===== config.mk =====
export PLATFORM = sky130hd
export DESIGN_NAME = if_queue_flat
export DESIGN_NICKNAME = d
export VERILOG_FILES = /design/src/rtl/if_queue_if.sv /design/src/rtl/if_queue.sv /design/src/flat_wrapper.sv
export SDC_FILE = /design/constraint.sdc
export NUM_CORES = 1
export LEC_CHECK = 0
export CORE_ASPECT_RATIO = 0.5
export CORE_MARGIN = 2
export CORE_UTILIZATION = 55
export DETAILED_ROUTE_END_ITERATION = 16
export GPL_ROUTABILITY_DRIVEN = 0
export PLACE_DENSITY = 0.85
export SLEW_MARGIN = 10
export SYNTH_ARGS = -nofsm -noshare
export SYNTH_HDL_FRONTEND = slang
export SYNTH_SLANG_ARGS = --single-unit

===== constraint.sdc =====
create_clock -name clock -period 4.5 [get_ports clock]
set_input_delay 0.45 -clock clock [delete_from_list [all_inputs] [get_ports clock]]
set_output_delay 0.45 -clock clock [all_outputs]
set_load 0.1 [all_outputs]

===== src/rtl/if_queue_if.sv =====
// Fetch-to-decode handshake bundle for if_queue.
// The queue (slave) accepts entries on the in_* side and presents its head on the out_* side.
interface if_queue_if;
  logic        in_valid_i;
  logic [63:0] in_pc_i;
  logic [31:0] in_inst_i;
  logic        in_ready_o;
  logic        out_valid_o;
  logic [63:0] out_pc_o;
  logic [31:0] out_inst_o;
  logic        out_ready_i;

  modport master (
    output in_valid_i, in_pc_i, in_inst_i, out_ready_i,
    input  in_ready_o, out_valid_o, out_pc_o, out_inst_o
  );

  modport slave (
    input  in_valid_i, in_pc_i, in_inst_i, out_ready_i,
    output in_ready_o, out_valid_o, out_pc_o, out_inst_o
  );
endinterface


===== src/rtl/if_queue.sv =====
// if_queue: instruction-fetch queue between ifetch and id.
// Circular buffer of DEPTH {pc, inst} entries with flush for branch redirect.
// Optional macro IFQ_BYPASS_EN: when the queue is empty an offered entry is
// presented to id combinationally and, if consumed that cycle, never stored.
module if_queue #(
  parameter int DEPTH = 4
) (
  input  logic                     clock,
  input  logic                     reset,
  input  logic                     flush_i,
  if_queue_if.slave                q,
  output logic [$clog2(DEPTH):0]   count_o
);
  localparam int AW = $clog2(DEPTH);
  localparam int CW = AW + 1;

  typedef struct packed {
    logic [63:0] pc;
    logic [31:0] inst;
  } entry_t;

  entry_t          mem [DEPTH];
  logic [AW-1:0]   head, tail;
  logic            q_vld;
  logic            byp;
  logic            push_q;
  logic            pop_q;
  entry_t          hd;

  assign hd = mem[head];

  // Full check ignores out_ready_i so no push ever lands on a full queue.
  assign q.in_ready_o = (count_o < CW'(DEPTH)) && !reset;

  // Stored head is visible only outside reset and flush.
  assign q_vld = (count_o != '0) && !flush_i && !reset;

`ifdef IFQ_BYPASS_EN
  assign byp = (count_o == '0) && q.in_valid_i && !flush_i && !reset;
`else
  assign byp = 1'b0;
`endif

  assign q.out_valid_o = q_vld || byp;

  // A bypassed entry that id takes in the same cycle is not written.
  assign push_q = q.in_valid_i && q.in_ready_o && !flush_i && !(byp && q.out_ready_i);
  assign pop_q  = q_vld && q.out_ready_i;

  // Head data mux; outputs read zero whenever nothing is valid.
  always_comb begin
    q.out_pc_o   = '0;
    q.out_inst_o = '0;
    if (byp) begin
      q.out_pc_o   = q.in_pc_i;
      q.out_inst_o = q.in_inst_i;
    end else if (q_vld) begin
      q.out_pc_o   = hd.pc;
      q.out_inst_o = hd.inst;
    end
  end

  // Storage write; contents are deliberately left unreset.
  always_ff @(posedge clock) begin
    if (push_q) mem[tail] <= '{pc: q.in_pc_i, inst: q.in_inst_i};
  end

  // Pointers and occupancy; reset outranks flush, flush outranks push/pop.
  always_ff @(posedge clock) begin
    if (reset || flush_i) begin
      head    <= '0;
      tail    <= '0;
      count_o <= '0;
    end else begin
      if (push_q) tail <= tail + 1'b1;
      if (pop_q)  head <= head + 1'b1;
      case ({push_q, pop_q})
        2'b10:   count_o <= count_o + 1'b1;
        2'b01:   count_o <= count_o - 1'b1;
        default: count_o <= count_o;
      endcase
    end
  end
endmodule

===== src/flat_wrapper.sv =====
// flat-port wrapper written by rule: the top's interface ports become plain ports
module if_queue_flat 
#(
  parameter int DEPTH = 4
)
  (clock, reset, flush_i, count_o, q_in_valid_i, q_in_pc_i, q_in_inst_i, q_out_ready_i, q_in_ready_o, q_out_valid_o, q_out_pc_o, q_out_inst_o);
  if_queue_if q_i ();
  input  logic clock;
  input  logic reset;
  input  logic flush_i;
  output logic [$clog2(DEPTH):0] count_o;
  input wire logic [$bits(q_i.in_valid_i)-1:0] q_in_valid_i;
  input wire logic [$bits(q_i.in_pc_i)-1:0] q_in_pc_i;
  input wire logic [$bits(q_i.in_inst_i)-1:0] q_in_inst_i;
  input wire logic [$bits(q_i.out_ready_i)-1:0] q_out_ready_i;
  output wire logic [$bits(q_i.in_ready_o)-1:0] q_in_ready_o;
  output wire logic [$bits(q_i.out_valid_o)-1:0] q_out_valid_o;
  output wire logic [$bits(q_i.out_pc_o)-1:0] q_out_pc_o;
  output wire logic [$bits(q_i.out_inst_o)-1:0] q_out_inst_o;
  assign q_i.in_valid_i = q_in_valid_i;
  assign q_i.in_pc_i = q_in_pc_i;
  assign q_i.in_inst_i = q_in_inst_i;
  assign q_i.out_ready_i = q_out_ready_i;
  assign q_in_ready_o = q_i.in_ready_o;
  assign q_out_valid_o = q_i.out_valid_o;
  assign q_out_pc_o = q_i.out_pc_o;
  assign q_out_inst_o = q_i.out_inst_o;
  if_queue #(.DEPTH(DEPTH)) u_core (.clock(clock), .reset(reset), .flush_i(flush_i), .q(q_i), .count_o(count_o));
endmodule

# Word level (Yosys, flattened, before mapping)
# Memories as Yosys holds them, arrays and structs flattened. A register that Yosys moved wholly into a read port is not among the register bits.
# Cells that the tools add are included.
# totals
regBits	7
ram_bits	384
output_inout_bits	101
elab_cells	29
memories	1
# op_classes
add_sub_neg	4
n_lt_le_gt_ge	1
n_eq_ne	2
mux	7
reduce_logical	11
# mem_list
name	depth	word_bits	read_ports	rd_ports_with_merged_regs	write_ports	line_no	source
u_core.mem	4	96	1	1	1	if_queue.sv:22	entry_t mem [DEPTH];
# op_table
cell	count
$mux 64	1
$mux 32	1
$logic_and 1x1->1	6
$pmux 3 s2	1
$add 2x1->2 const B	2
$mux 2	2
$add 3x1->3 const B	1
$lt 3x3->1 const B	1
$reduce_bool 3->1	1
$sub 3x1->3 const B	1
$eq 2x1->1 const B	1
$eq 2x2->1 const B	1
$logic_not 1->1	2
$mux 1	2
$reduce_bool 2->1	1
$logic_or 1x1->1	1

# Depth between registers and ports, before layout
# Gate-level depths: netlist (run 1).
# depth
word_depth	6
ltp_mapped	11
ltp_nobuf	9

# Worst setup path before layout (run 1)
# No wires, ideal clock.
# synth_path
kind	flip-flop to flip-flop
startpoint	register u_core.count_o[2]
endpoint	memory u_core.mem[0][0] (netlist name) (enable)
t_arrival_ns	3.428
setup_slack_ns	0.606
stages_incl_launch_ff	4
path_buffers	1
synth_period_minus_slack_ns	3.894
path_cell_list	dfxtp_1 nor2b_1 clkbuf_1 and3_1
# synth_via
elab_chain_cells	6
# synth_rtl
item	line_no	source
start, declared	if_queue.sv:12	output logic [$clog2(DEPTH):0] count_o
start signal, assigned	if_queue.sv:78	2'b10: count_o <= count_o + 1'b1;
start signal, assigned	if_queue.sv:79	2'b01: count_o <= count_o - 1'b1;
start signal, assigned	if_queue.sv:80	default: count_o <= count_o;
$lt 3x3->1	if_queue.sv:33	assign q.in_ready_o = (count_o < CW'(DEPTH)) && !reset;
$logic_and 1x1->1	if_queue.sv:33	
$logic_and 1x1->1 (2 in series)	if_queue.sv:47	assign push_q = q.in_valid_i && q.in_ready_o && !flush_i && !(byp && q.out_ready_i);
$mux 1	if_queue.sv:65	if (push_q) mem[tail] <= '{pc: q.in_pc_i, inst: q.in_inst_i};
$mux 1 (not written as such)	if_queue.sv:65	
end, declared	if_queue.sv:22	
# Every way passes these cells.

==> run_results.csv, run 1 <==
group,metric,value,unit
grt,grt_pass1_wl,48800,µm
timing,hold_viol_final,0,
yosys,yosysUniqueCellTypes,26,
clock_tree,cts.sink_count,393,
yosys,synth_cells,677,
timing,fin_skew,0.0118,ns
flow_run,max_cap_viol_count,0,
die,die_h,121,µm
grt,first_global_vias,8112,
yosys,syn_avg_cell_area,22.2,µm²
routing,wl_per_cell,26.1,µm
yosys,synth_seq_cells,393,
timing,slew_viol_final,0,
timing,maxSlewHeadroom,0.317,
power_and_ir_drop,clkPwrFrac,0.395,
place,portBuffers,201,
grt,antenna_found_initial,3,
routing,wl,33000,µm
timing,tightest_slew,1.02,ns
power_and_ir_drop,peakVddDrop,0.217,mV
routing,drtAntennaViolNets,0,
power_and_ir_drop,power_frac_comb,0.039,
die,initial_core_util,0.564,
routing,viasPerCell,6.11,
worst_setup_path,r2r_end,"u_core.count_o[2]$_SDFFE_PP0P_",
worst_setup_path,critical_path_class,"flip-flop to output pin",
worst_setup_path,critPathCapture,"q_out_pc_o[20]",
clock_tree,cts.clk_slew.worst_paths,0.07,ns
clock_tree,cts_resized,0,
cells_and_area,layout-drive-gt1-share,0.287,
clock_tree,htreeDepth,2,
power_and_ir_drop,p_int,5.79,mW
place,dp_cells,1202,
worst_setup_path,rr_worst_depth,10,
timing,finalCritPeriodShare,0.768,
die,die_area,0.0287,mm²
power_and_ir_drop,swShare,0.194,
cells_and_area,final_cell_mix,"384 x edfxtp_1, 109 x clkdlybuf4s50_1, 105 x buf_4, 96 x mux4_2, 96 x and3_1",
yosys,synthesis.nets,784,
die,die_w,238,µm
grt,grt_overflow_total,0,
cells_and_area,fill_cells,1511,
cells_and_area,final_common_cell,"edfxtp_1",
power_and_ir_drop,p_leak,6.29,nW
clock_tree,cts_max_path_buffers,3,
clock_tree,ctsHoldBuffers,0,
clock_tree,clock_latency,0.50,ns
worst_setup_path,critPathCaptureType,"output pin",
clock_tree,ctsRootBufferMaster,"clkbuf_16",
clock_tree,cts_post_setup_buffers_inserted,0,
worst_setup_path,rr_startpoint,"u_core.count_o[2]$_SDFFE_PP0P_",
grt,grt_usage,0.230,
hold_path,hold_path_class,"flip-flop to flip-flop",
routing,topRoutingLayerUsed,"met4",
routing,wl_met1,12500,µm
routing,post-route-drc-count,0,
cells_and_area,instances_no_fill,1264,
die,core.rowCount,42,
worst_setup_path,cp_data_required_time,4.05,ns
timing,fin_tns_setup,0,ns
timing,fmax,289,MHz
worst_setup_path,cp.arrival,3.00,ns
yosys,yosysWarnings,0,
timing,fin_hold_ws,0.535,ns
routing,met2WireLength,17700,µm
timing,setup_viol,0,
routing,drt-initial-drc-count,739,
place,dp_hpwl,19000,µm
power_and_ir_drop,powerDensity,392,mW/mm²
worst_setup_path,crit_fanout,63,
cells_and_area,synthToLayoutAreaGrowth,21.9,%
routing,vias,7719,
timing,finalCriticalPeriod,3.45,ns
die,coreArea,0.0266,mm²
routing,dr_wl_met3,1850,µm
timing,rsz0062_at_grt,"no",
yosys,ys_seq_area_frac,0.780,
worst_setup_path,startpoint_type,"flip-flop",
clock_tree,cts_tree,"yes",
die,ios,202,
clock_tree,cts_buffers,35,
routing,firstDrtPassIters,5,
grt,grt_max_degree,92,
power_and_ir_drop,p_sw,1.40,mW
power_and_ir_drop,pwr-share-seq,0.566,
cells_and_area,nNetsFinal,994,
status,outcome,"finished, final reports clean",
yosys,synth_area,0.0150,mm²
worst_setup_path,rrSetupSlack,1.52,ns
==> cell families after synthesis <==
logic type / after synthesis / synth area share
flip-flops: 393 / 0.780
adder cells (fa/ha/maj): 6 / 0.00550
multiplexers: 97 / 0.145
XOR/XNOR: 4 / 0.00233
AO/OA/AOI/OAI: 7 / 0.00308
buffers and inverters: 54 / 0.0181
AND/OR/NAND/NOR: 116 / 0.0466
==> metrics by stage <==
step           power [mW]  utilization  setup slack [ns]  instance area [µm²]
2_1_floorplan        4.25            -             0.606                15000
3_3_place_gp         4.40        0.647              1.06                17200
3_5_place_dp         4.42        0.647             0.982                17200
4_1_cts              7.21        0.687              1.03                18300
5_1_grt              7.38        0.687             0.964                18300
6_report             7.18        0.687              1.05                18300
==> critical path, stage by stage (launching register included) <==
cell	delay (ns)
dfxtp_4	0.68
buf_4	0.84
mux4_2	0.44
and3_1	0.21
buf_4	0.23
==> power by group through the flow <==
stage	Combinational, mW	Sequential [mW]	Clock (mW)
2_1_floorplan	0.108	4.15	0
3_3_place_gp	0.266	4.14	0
3_5_place_dp	0.275	4.14	0
4_1_cts	0.279	4.06	2.87
5_1_grt	0.293	4.06	3.02
6_report	0.279	4.06	2.84
==> layer usage <==
metal | global-route usage | vias up
li1 | - | 3237
met1 | 0.292 | 4065
met2 | 0.408 | 356
met3 | 0.0413 | 61
met4 | 0.0798 | 0
met5 | 0 | -
==> synth_stat cells <==
library cell	n	area, µm²
dfxtp_1	9	180
xor2_1	3	26.3
ha_1	5	62.6
mux4_2	96	2160
or3_1	2	12.5
nor2_1	9	33.8
nor2b_1	1	6.26
o211ai_1	1	7.51
fa_1	1	20.0
a21oi_1	2	10.0
and3_1	100	626
or2_2	1	6.26
clkbuf_1	28	105
buf_12	1	20.0
nand2_1	1	3.75
o21ai_0	1	5.00
buf_2	12	60.1
edfxtp_1	384	11500
o31ai_1	2	15.0
mux2i_1	1	10.0
and2_1	1	6.26
xnor2_1	1	8.76
inv_1	8	30.0
o311ai_0	1	8.76
buf_6	5	56.3
nor3_1	1	5.00
==> worst min-delay path by stage <==
stage                                      from                          end  slack [ns]  depth (start not counted)
global placement    u_core.head[0]$_SDFFE_PP0P_  u_core.head[0]$_SDFFE_PP0P_        0.47                          1
finish              u_core.head[0]$_SDFFE_PP0P_  u_core.head[0]$_SDFFE_PP0P_        0.54                          1
CTS                 u_core.head[0]$_SDFFE_PP0P_  u_core.head[0]$_SDFFE_PP0P_        0.53                          1
global route        u_core.head[0]$_SDFFE_PP0P_  u_core.head[0]$_SDFFE_PP0P_        0.56                          1
detailed placement  u_core.head[0]$_SDFFE_PP0P_  u_core.head[0]$_SDFFE_PP0P_        0.49                          1
floorplan           u_core.head[0]$_SDFFE_PP0P_                    flip-flop        0.46                          1
==> state kept, by name, summed over array words and instances (netlist names), named ones only <==
register / flops
u_core.tail: 2
u_core.head: 2
u_core.count_o: 3
u_core.mem: 384
==> layout make-up <==
type,instances,area (µm²),area share
well taps,352,440,0.0241
multi-input cells,230,3060,0.167
diodes,2,5.00,0.000273
inverters,8,30.0,0.00164
clock buffers,50,1000,0.0549
clock inverters,10,70.1,0.00383
repair buffers,219,1980,0.108
flip-flops and latches,393,11700,0.640
Note: power is estimated with default switching activity, not from simulation.
==> run 2, diff against run 1 <==
--- a/config.mk
+++ b/config.mk
@@ -7,10 +7,10 @@
 export LEC_CHECK = 0
 export CORE_ASPECT_RATIO = 0.5
 export CORE_MARGIN = 2
-export CORE_UTILIZATION = 55
+export CORE_UTILIZATION = 49
 export DETAILED_ROUTE_END_ITERATION = 16
 export GPL_ROUTABILITY_DRIVEN = 0
-export PLACE_DENSITY = 0.85
+export PLACE_DENSITY = 0.8
 export SLEW_MARGIN = 10
 export SYNTH_ARGS = -nofsm -noshare
 export SYNTH_HDL_FRONTEND = slang
==> constraint.sdc (replaced) <==
create_clock -name clock -period 2.9 [get_ports clock]
set_input_delay 0.29 -clock clock [delete_from_list [all_inputs] [get_ports clock]]
set_output_delay 0.29 -clock clock [all_outputs]
set_load 0.1 [all_outputs]
==> run_results.csv, run 2 (synthesis gave the netlist of run 1 again) <==
group,metric,value,unit
worst_setup_path,crit_family,"flip-flops",
timing,setup_viol,0,
routing,vias,7498,
routing,wl,33100,µm
worst_setup_path,cpMostUsedCell,"buf_12",
place,dp_hpwl,19600,µm
routing,viasPerCell,5.68,
grt,grt_usage,0.209,
grt,first_global_vias,8050,
cells_and_area,regMostFlops,"u_core.mem",
die,initial_core_util,0.497,
worst_setup_path,critPathCaptureType,"output pin",
die,die_w,252,µm
worst_setup_path,cp.arrival,2.43,ns
timing,fin_tns_setup,0,ns
timing,slew_viol_final,0,
clock_tree,cts_resized,0,
die,die_h,128,µm
grt,antenna_found_initial,1,
timing,rsz0062_at_grt,"no",
clock_tree,htreeDepth,2,
timing,fin_hold_ws,0.400,ns
grt,grt_overflow_total,0,
power_and_ir_drop,power.total,11.5,mW
cells_and_area,instances_no_fill,1320,
cells_and_area,synthToLayoutAreaGrowth,32.1,%
timing,fin_skew,0.0140,ns
clock_tree,cts_buffers,36,
power_and_ir_drop,p_leak,6.67,nW
clock_tree,cts_max_path_buffers,3,
timing,tightest_slew,0.891,ns
worst_setup_path,cp_data_required_time,2.61,ns
flow_run,max_cap_viol_count,0,
power_and_ir_drop,peakVddDrop,0.354,mV
timing,fmax,367,MHz
worst_setup_path,worstPathCellList,"buf_12, mux4_2, and3_1, buf_12",
routing,wl_per_cell,25.1,µm
die,die_area,0.0322,mm²
cells_and_area,biggestRegsByFlops,"u_core.mem x384, u_core.count_o x3",
place,portBuffers,201,
worst_setup_path,path_buf_inv,2,
cells_and_area,design_area,0.0198,mm²
routing,post-route-drc-count,0,
clock_tree,cts_tree,"yes",
worst_setup_path,crit_fanout,29,
cells_and_area,fill_cells,1811,
cells_and_area,nNetsFinal,1001,
clock_tree,cts.sink_count,393,
timing,hold_viol_final,0,
clock_tree,cts_post_setup_buffers_inserted,0,
timing,finalCritPeriodShare,0.939,
routing,firstDrtPassIters,8,
grt,grt_pass1_wl,50000,µm
clock_tree,clock_latency,0.52,ns
hold_path,hold_path_class,"primary input to flip-flop",
grt,grt_max_degree,97,
clock_tree,ctsHoldBuffers,0,
place,dp_cells,1255,
routing,drtAntennaViolNets,0,
clock_tree,cts.clk_slew.worst_paths,0.06,ns
place,dp_slack,0.252,ns
worst_setup_path,startpoint_type,"flip-flop",
timing,setup_ws,0.176,ns
status,outcome,"finished, final reports clean",
power_and_ir_drop,powerDensity,581,mW/mm²
die,core.rowCount,45,
place,detailed_place.area,0.0187,mm²
worst_setup_path,slowest_stage,"dfxtp_4",
timing,maxSlewHeadroom,0.406,
die,coreArea,0.0302,mm²
cells_and_area,fin_util,0.656,
cells_and_area,final_cell_mix,"384 x edfxtp_1, 112 x buf_12, 100 x clkdlybuf4s50_1, 96 x mux4_2, 96 x and3_1",
worst_setup_path,critical_path_class,"flip-flop to output pin",
routing,drt-initial-drc-count,576,
worst_setup_path,max_stage_delay,0.60,ns
clock_tree,ctsRootBufferMaster,"clkbuf_16",
cells_and_area,final_common_cell,"edfxtp_1",
cells_and_area,largest_reg_flops,384,
cells_and_area,layout-drive-gt1-share,0.308,
die,ios,202,
timing,finalCriticalPeriod,2.72,ns
[run 2: changes by cell type in the layout (fill, tap and decap cells not counted), moves of 3 or more]
cell | previous run | this run
buf_12 | 5 | 112
buf_4 | 105 | 13
clkdlybuf4s50_1 | 109 | 100
clkbuf_1 | 10 | 4
clkinv_1 | 4 | 10
bufinv_16 | 1 | 5
clkbuf_8 | 3 | 0
dfxtp_1 | 7 | 4
dfxtp_2 | 0 | 3
[run 2: cell type report]
type	count	area, µm²	share of cell area
sequential	393	11700	0.591
clock buffer	41	941	0.0474
clock inverter	23	234	0.0118
antenna	1	2.50	0.000126
inverter	8	30.0	0.00151
multi-input combinational	230	3060	0.154
timing repair buffer	225	3340	0.168
tap	399	499	0.0252
[run 2: per-layer routing]
| metal | share of wire | GRT usage | routed length, µm | vias to the layer above |
|---|---|---|---|---|
| li1 | - | - | - | 3255 |
| met4 | 0.028 | 0.0690 | 933 | 0 |
| met5 | 0 | 0 | 0 | - |
| met1 | 0.39 | 0.266 | 12800 | 3966 |
| met2 | 0.55 | 0.375 | 18200 | 212 |
| met3 | 0.035 | 0.0301 | 1170 | 65 |
[run 2: report_power, final]
part	internal (mW)	switching, mW	leakage (nW)	total [mW]
registers	6.29	0.0174	3.54	6.31
clock network	2.78	1.99	0.575	4.77
logic	0.212	0.242	2.56	0.455
total	9.28	2.25	6.67	11.5
[run 2: path summary, 6_finish.rpt]
check / end / slack [ns] / cells after the start / start
worst max-delay path: q_out_pc_o[3] / 0.18 / 4 / flip-flop
worst min-delay path: u_core.mem[0][45]$_DFFE_PP_ / 0.40 / 1 / q_in_pc_i[13]
worst max register to register: u_core.count_o[2]$_SDFFE_PP0P_ / 0.60 / 9 / u_core.count_o[0]$_SDFFE_PP0P_
worst min register to register: flip-flop / 0.53 / 1 / u_core.head[0]$_SDFFE_PP0P_
==> run 3, diff against run 2 <==
--- a/config.mk
+++ b/config.mk
@@ -10,7 +10,7 @@
 export CORE_UTILIZATION = 49
 export DETAILED_ROUTE_END_ITERATION = 16
 export GPL_ROUTABILITY_DRIVEN = 0
-export PLACE_DENSITY = 0.8
+export PLACE_DENSITY = 0.83
 export SLEW_MARGIN = 10
 export SYNTH_ARGS = -nofsm -noshare
 export SYNTH_HDL_FRONTEND = slang
==> run_results.csv, run 3 (synthesis gave the netlist of run 1 again) <==
group,metric,value,unit
timing,slew_viol_final,0,
timing,fin_tns_setup,0,ns
power_and_ir_drop,powerDensity,571,mW/mm²
timing,fin_hold_ws,0.402,ns
die,ios,202,
worst_setup_path,cp.arrival,2.40,ns
timing,fin_skew,0.0164,ns
die,core.rowCount,45,
power_and_ir_drop,peakVddDrop,0.369,mV
clock_tree,cts_tree,"yes",
grt,first_global_vias,7858,
grt,grt_max_degree,100,
place,portBuffers,201,
cells_and_area,final_cell_mix,"384 x edfxtp_1, 114 x buf_12, 100 x clkdlybuf4s50_1, 96 x mux4_2, 96 x and3_1",
timing,finalCriticalPeriod,2.69,ns
hold_path,hold_path_class,"primary input to flip-flop",
timing,setup_viol,0,
worst_setup_path,slowest_stage,"buf_4",
cells_and_area,biggestRegsByFlops,"u_core.mem x384, u_core.count_o x3",
power_and_ir_drop,power.total,11.3,mW
die,die_w,252,µm
timing,finalCritPeriodShare,0.928,
worst_setup_path,crit_family,"buffers and inverters",
cells_and_area,antenna_cells,0,
timing,maxSlewHeadroom,0.397,
place,dp_hpwl,19700,µm
worst_setup_path,startpoint_type,"flip-flop",
clock_tree,cts_post_setup_buffers_inserted,0,
routing,post-route-drc-count,0,
cells_and_area,final_common_cell,"edfxtp_1",
worst_setup_path,path_buf_inv,2,
clock_tree,cts.clk_slew.worst_paths,0.07,ns
grt,grt_overflow_total,0,
cells_and_area,largest_reg_flops,384,
clock_tree,clock_latency,0.52,ns
grt,antenna_found_initial,0,
power_and_ir_drop,p_leak,6.65,nW
status,outcome,"finished, final reports clean",
worst_setup_path,worstPathCellList,"or3_2, buf_4, and3_1, buf_12",
timing,fmax,371,MHz
cells_and_area,fin_util,0.655,
worst_setup_path,crit_fanout,96,
worst_setup_path,critPathCaptureType,"output pin",
clock_tree,cts.sink_count,393,
place,detailed_place.area,0.0187,mm²
routing,vias,7477,
clock_tree,ctsRootBufferMaster,"clkbuf_16",
routing,firstDrtPassIters,5,
clock_tree,cts_max_path_buffers,3,
worst_setup_path,max_stage_delay,0.70,ns
timing,hold_viol_final,0,
die,coreArea,0.0302,mm²
routing,wl,31600,µm
grt,grt_pass1_wl,48000,µm
routing,drt-initial-drc-count,512,
cells_and_area,layout-drive-gt1-share,0.309,
cells_and_area,fill_cells,1782,
worst_setup_path,cp_data_required_time,2.61,ns
routing,viasPerCell,5.68,
cells_and_area,nNetsFinal,999,
clock_tree,htreeDepth,2,
routing,wl_per_cell,24.0,µm
die,initial_core_util,0.497,
die,die_area,0.0322,mm²
clock_tree,cts_buffers,36,
cells_and_area,design_area,0.0198,mm²
timing,tightest_slew,0.904,ns
flow_run,max_cap_viol_count,0,
cells_and_area,regMostFlops,"u_core.mem",
timing,rsz0062_at_grt,"no",
worst_setup_path,critical_path_class,"flip-flop to output pin",
clock_tree,ctsHoldBuffers,0,
clock_tree,cts_resized,0,
cells_and_area,synthToLayoutAreaGrowth,31.8,%
grt,grt_usage,0.199,
routing,drtAntennaViolNets,0,
die,die_h,128,µm
==> run 3: cell types whose count changed in the layout (fill, tap and decap cells not counted), sizes merged <==
cell      previous run  this run
buf                125       123
bufinv               5         3
clkbuf              41        42
clkinv              17        15
clkinvlp             1         2
diode                1         0
inv                  8         9
==> run 3: layer usage <==
layer / global-route usage / vias to the layer above / wire length [µm]
li1: - / 3253 / -
met1: 0.249 / 3989 / 12500
met2: 0.362 / 183 / 17200
met3: 0.0345 / 52 / 1170
met4: 0.0571 / 0 / 765
met5: 0 / - / 0
==> run 3: stage by stage <==
step / instances / setup WS (ns)
after floorplan: 677 / 0.236
after global placement: 1253 / 0.373
after detailed placement: 1253 / 0.306
after CTS: 1316 / 0.160
after global routing: 1316 / 0.0917
final: 1316 / 0.208
==> run 3: final timing paths <==
path / startpoint / to / slack [ns] / cells past startpoint
max: u_core.count_o[2]$_SDFFE_PP0P_ / q_out_inst_o[0] / 0.21 / 4
min: q_in_pc_i[60] / u_core.mem[3][92]$_DFFE_PP_ / 0.40 / 1
max reg2reg: u_core.count_o[0]$_SDFFE_PP0P_ / u_core.count_o[2]$_SDFFE_PP0P_ / 0.74 / 9
min reg2reg: u_core.head[0]$_SDFFE_PP0P_ / u_core.head[0]$_SDFFE_PP0P_ / 0.53 / 1
==> run 3: cell type report <==
cell class | instances | area [µm²] | share of cell area
Sequential cell | 393 | 11700 | 0.592
Timing Repair Buffer | 223 | 3350 | 0.169
Multi-Input combinational cell | 230 | 3060 | 0.155
Clock buffer | 42 | 945 | 0.0477
Tap cell | 399 | 499 | 0.0252
Clock inverter | 21 | 181 | 0.00917
Inverter | 8 | 30.0 | 0.00152
==> run 3: where the power goes <==
part	switching [mW]	internal, mW	leakage [nW]
registers	0.0157	6.29	3.54
clock network	1.95	2.60	0.554
logic	0.237	0.215	2.55
==> run 3: worst register-to-register path, stage by stage (launching register included) <==
cell and delay [ns]:
dfxtp_2 0.35, or3_2 0.50, nand2_1 0.15, nor2_1 0.07
ha_1 0.23, inv_1 0.08, fa_1 0.19, xor2_1 0.08
or3_1 0.30, a21oi_1 0.14
